File: src/rtl/fetch_sequencer.sv
// Instruction-fetch front end: program counter, writable jump table
// and the req/done start/finish handshake that gates the core.
//
// Ports:
//   clk       - rising-edge clock
//   reset     - asynchronous active-low reset
//   req       - start request (level, 4-phase with done)
//   relj      - relative jump: pc + lut[how_high]
//   absj      - absolute jump: lut[how_high] (wins over relj)
//   how_high  - jump-table index used by relj/absj
//   lut_we    - jump-table write enable
//   lut_waddr - jump-table write index
//   lut_wdata - jump-table write data
//   prog_ctr  - current instruction address
//   run       - core enable, high only while running
//   done      - program finished, high only once halted
module fetch_sequencer #(
    parameter int D         = 12,
    parameter int LUT_W     = 5,
    parameter int DONE_ADDR = 128
) (
    input  logic             clk,
    input  logic             reset,
    input  logic             req,
    input  logic             relj,
    input  logic             absj,
    input  logic [LUT_W-1:0] how_high,
    input  logic             lut_we,
    input  logic [LUT_W-1:0] lut_waddr,
    input  logic [D-1:0]     lut_wdata,
    output logic [D-1:0]     prog_ctr,
    output logic             run,
    output logic             done
);

    localparam int          DEPTH = 2 ** LUT_W;
    localparam logic [D-1:0] HALT = D'(DONE_ADDR);
    localparam logic [D-1:0] ONE  = D'(1);

    typedef enum logic [1:0] {
        IDLE = 2'd0,
        RUN  = 2'd1,
        DONE = 2'd2
    } state_t;

    state_t       state;
    logic [D-1:0] lut [DEPTH];
    logic [D-1:0] target;

    // Combinational read: a jump in the same cycle as a write to the
    // same index sees the old entry.
    assign target = lut[how_high];

    always_ff @(posedge clk or negedge reset) begin
        if (!reset) begin
            for (int i = 0; i < DEPTH; i++) begin
                lut[i] <= '0;
            end
        end else if (lut_we) begin
            lut[lut_waddr] <= lut_wdata;
        end
    end

    // run/done are registered alongside the state so there is no
    // combinational path from req to done.
    always_ff @(posedge clk or negedge reset) begin
        if (!reset) begin
            state    <= IDLE;
            prog_ctr <= '0;
            run      <= 1'b0;
            done     <= 1'b0;
        end else begin
            unique case (state)
                IDLE: begin
                    prog_ctr <= '0;
                    if (req) begin
                        state <= RUN;
                        run   <= 1'b1;
                    end
                end
                RUN: begin
                    if (prog_ctr == HALT) begin
                        state <= DONE;
                        run   <= 1'b0;
                        done  <= 1'b1;
                    end else if (absj) begin
                        prog_ctr <= target;
                    end else if (relj) begin
                        prog_ctr <= prog_ctr + target;
                    end else begin
                        prog_ctr <= prog_ctr + ONE;
                    end
                end
                DONE: begin
                    if (!req) begin
                        state    <= IDLE;
                        prog_ctr <= '0;
                        done     <= 1'b0;
                    end
                end
                default: begin
                    state    <= IDLE;
                    prog_ctr <= '0;
                    run      <= 1'b0;
                    done     <= 1'b0;
                end
            endcase
        end
    end

endmodule

File: config.mk
export PLATFORM = sky130hd
export DESIGN_NAME = fetch_sequencer
export DESIGN_NICKNAME = d
export VERILOG_FILES = /design/src/rtl/fetch_sequencer.sv
export SDC_FILE = /design/constraint.sdc
export NUM_CORES = 1
export LEC_CHECK = 0
export BUFFER_PORTS_ARGS = -buffer_cell sky130_fd_sc_hd__buf_4
export CAP_MARGIN = 10
export CORE_UTILIZATION = 47
export DETAILED_ROUTE_END_ITERATION = 10
export PLACE_DENSITY = 0.65
export SKIP_LAST_GASP = 1
export SLEW_MARGIN = 10
export SYNTH_ARGS = -nofsm -noshare
export SYNTH_HDL_FRONTEND = slang
export SYNTH_SLANG_ARGS = --single-unit
export TNS_END_PERCENT = 5
File: constraint.sdc
create_clock -name clk -period 3.5 [get_ports clk]
set_clock_uncertainty 0.1 [all_clocks]
set_input_delay 0.7 -clock clk [delete_from_list [all_inputs] [get_ports clk]]
set_output_delay 0.7 -clock clk [all_outputs]
set_load 0.01 [all_outputs]
==> metrics.md <==
| Metric | Value |
|---|---|
| Status | complete, but fails checks |
| Failing checks | negative setup slack |
| WS Path Type | in2reg |
| LEAKAGE | between 0.009 and 0.01 uW |
| Critical-path cell list | buf_16, buf_12, buf_16, mux4_2, mux4_2, mux2i_2, buf_4, buf_4, buf_4, buf_4, buf_4, buf_4, buf_4, buf_4, buf_4, buf_4, buf_4, buf_4, buf_4, buf_4, buf_4, o21ai_1, a22o_1 |
| Grt met1 use | approximately 34% |
| RD Place Congestion | ~0.85 |
| Worst Path Arrival | roughly 4 ns |
| Critical path depth | 23 |
| Final hold violations | 0 |
| Fin crit period | around 3.7 ns |
| DRC Markers | 0 |
| Area leader, netlist | dfrtp_1 |
| WP data required | 3.83 ns |
| Synthesized netlist cell count | about 1.2k |
| Number of synthesized flops with an enable pin | 0 |
| Worst-path clk slew | ~0.060 ns |
| Post-synth top area share | between 50% and 60% |
| TNS Setup | -1.03 ns |
| RSZ-0062 raised after global routing | true |
| WL/cell | between 20 and 25 um |
| WL final | roughly 46000 um |
| Die area | approximately 40000 um^2 |
| Worst slack at placement | -0.854 ns |
| Total grt overflow | 0 |
| Synth cell types | 46 |
| Die Ht | between 200 and 250 um |
| Final Core Density | about 57% |
| Final Max Tran Viols | 0 |
| Critical Path Source Type | input port |
| Slew @ Worst Pin | roughly 0.90 ns |
| #FFs+latches synth | 400 |
| H-tree depth | 2 |
| CP Capture Type | flop |
| Worst path bufs/invs | 18 |
| All-layer global routing usage | 23.5% |
| Clock Latency Late Sink | ~0.55 ns |
| Cell Area, Placed | ~20000 um^2 |
| Hold crit path type | in2async |
| Crit-path max FO | 12 |
| Slew HR | between 40% and 50% |
| Top cells by area, synth | dfrtp_1 (53%), mux2_2 (23%), mux4_2 (14%) |
| Initial antenna violation count | 0 |
| Clk root buf | clkbuf_16 |
| Synthesized net count | 1257 |
| Post-DRT Antenna Nets | 0 |
| Row cnt | 72 |
| Kind of cell adding the most delay to the critical path | buffers and inverters |
| Peak supply drop | 0.276 mV |
| Share of cells above drive strength 1 | around 56% |
| DP HPWL | 28500 um |
| Endpoints failing setup | 7 |
| Final worst setup slack | -0.227 ns |
| Die Width | roughly 200 um |
| Filler instances | between 3k and 4k |
| Nets@finish | 1373 |
| 1st-iter DRT viols | about 670 |
| CTS tree | done |
| # port buffers | 41 |
| Vias | approximately 11k |
| Met2 usage | about two fifths |
| Worst path max stage delay | 0.51 ns |
| Synth-to-layout area growth | 18.4% |
| Max Clk Rate | about 0.27 GHz |
| Grt met3 use | between 3 and 4% |
| Synth async-reset ratio | 100% |
| P per Cell Area | ~620 nW/um^2 |
| Period Utilization, post-route | 106% |
| Core box area | ~39000 um^2 |
| TritonCTS Buffers | 43 |
| Most used cell, CP | buf_4 |
| I/O Pins | between 40 and 50 |
| Slowest CP cell | mux4_2 |
| Vias per cell | a little under 6 |
| DRT Pass-1 Iters | 5 |
| First-pass GRT wire length | 72400 um |
| Worst R2R Path Depth | 13 |
| Pin count of the biggest net entering global routing | 86 |
| Clk buf depth | 3 |
| Initial core utilization | between 40% and 50% |
| Final Cell Area | 22200 um^2 |
| N_diodes | 0 |
| Ys flop type | dfrtp_1 |
| Syn avg cell area | about 15 um^2 |
| Sequential area share after synthesis | 53.4% |
| Yosys warnings | 0 |
| Clock Sinks | 400 |
| Vias in the first global route | approximately 12k |
| Post-Syn Area | 18700 um^2 |
| Max cap viols | 0 |
| Most Crowded Layer GR | met2 |
## per-layer routing
layer  vias to the layer above  share of wire [%]
met2                       215                 49
met5                         -                  0
met3                        60                3.8
met1                      5955                 46
met4                         0                1.8
li1                       4763                  -
## cell usage after synthesis (2+ instances only)
| library cell | instances |
|---|---|
| clkbuf_1 | 82 |
| xor2_1 | 2 |
| mux4_2 | 118 |
| a21oi_1 | 9 |
| a21o_1 | 3 |
| or3_1 | 2 |
| o21a_1 | 3 |
| nand3_1 | 5 |
| dfrtp_1 | 400 |
| nor4_1 | 2 |
| buf_2 | 8 |
| and3_1 | 3 |
| buf_6 | 6 |
| nand2_1 | 42 |
| ha_1 | 11 |
| mux2i_1 | 13 |
| a211oi_1 | 5 |
| nand3b_1 | 4 |
| nor2b_1 | 10 |
| nor2_1 | 29 |
| o21ai_1 | 6 |
| a22o_1 | 2 |
| buf_1 | 7 |
| o21ai_0 | 16 |
| mux2_2 | 385 |
| nor3_1 | 6 |
| xnor2_1 | 4 |
| nor3b_1 | 7 |
| a21boi_0 | 2 |
| o31ai_1 | 2 |
| inv_1 | 8 |
## logic make-up (layout without fill, tap and decap cells)
family | after synthesis | after routing | synth area share, %
flip-flops | 400 | 400 | 53.4
adder cells (fa/ha/maj) | 12 | 12 | 0.842
XOR/XNOR | 6 | 6 | 0.281
buffers and inverters | 112 | 262 | 2.60
AND/OR/NAND/NOR | 118 | 118 | 3.05
AO/OA/AOI/OAI | 53 | 53 | 1.75
multiplexers | 516 | 516 | 38.0
## layout make-up
cell class	instances	area, um^2	share of cell area [%]
multi-input combinational	705	8320	37.5
sequential	400	10000	45.1
clock inverter	17	194	0.875
tap	518	648	2.92
clock buffer	62	1240	5.59
inverter	8	30.0	0.135
timing repair buffer	175	1730	7.79
## final timing paths
path                            slack, ns                  from                        to
worst max-delay path                -0.23           how_high[0]   prog_ctr[2]$_DFFE_PN0P_
worst min-delay path                 0.03                 reset      lut[374]$_DFFE_PN0P_
worst max register to register      -0.08  lut[241]$_DFFE_PN0P_  prog_ctr[11]$_DFFE_PN0P_
worst min register to register       0.40   lut[62]$_DFFE_PN0P_       lut[62]$_DFFE_PN0P_
max in group asynchronous            2.35                 reset      lut[118]$_DFFE_PN0P_
min in group clk                     0.35                   req          done$_DFFE_PN0P_
## worst reg2reg max path: cells and delay by family (launching register included)
kind                     cells  cell delay [ns]
AO/OA/AOI/OAI                4             0.81
XOR/XNOR                     1             0.15
adder cells (fa/ha/maj)      1             0.22
buffers and inverters        1             0.06
flip-flops                   1             0.38
multiplexers                 3             1.31
AND/OR/NAND/NOR              3             0.47
## sequential cells by signal, summed over array words and instances (netlist names)
register / count
run: 1
done: 1
lut: 384
prog_ctr: 12
state: 2
## cells in the final DEF, fill, tap and decap left out, types with 5 or more instances in the layout
cell and n:
buf_4 147, o21ai_0 12, nor2b_1 10, mux4_2 118, inv_1 7, nor2_1 29, mux2_2 384, o21ai_1 7
dfrtp_1 400, mux2i_1 12, buf_12 17, nand2_1 41, buf_16 7, nor3_1 5, clkbuf_16 48, ha_1 6
clkbuf_8 5, a21oi_1 8, nand3_1 5, clkbuf_1 12, clkinv_2 10, nor3b_1 7
## power breakdown
part | internal (uW) | switching (uW) | total [uW]
logic | 1830 | 1190 | 3010
registers | 5570 | 516 | 6080
clock network | 2760 | 1850 | 4620
## metrics by stage
step	cells	total power (uW)	hold slack, ns
finish	1885	13700	0.0276
global route	1885	14400	0.0931
CTS	1879	13700	0.0727
detailed placement	1775	8980	0.388
global placement	1775	8870	0.382
floorplan	1217	7910	0.304
## what timing repair did
action / 4_1_cts / 5_1_grt
gates cloned: 4 / 3
pin swaps: 8 / 11
hold buffers: 0 / 0
setup endpoints to repair: 5 / 8
setup buffers: 21 / 3
gates resized for setup: 10 / 9
Power figures use the tool's default switching activity.
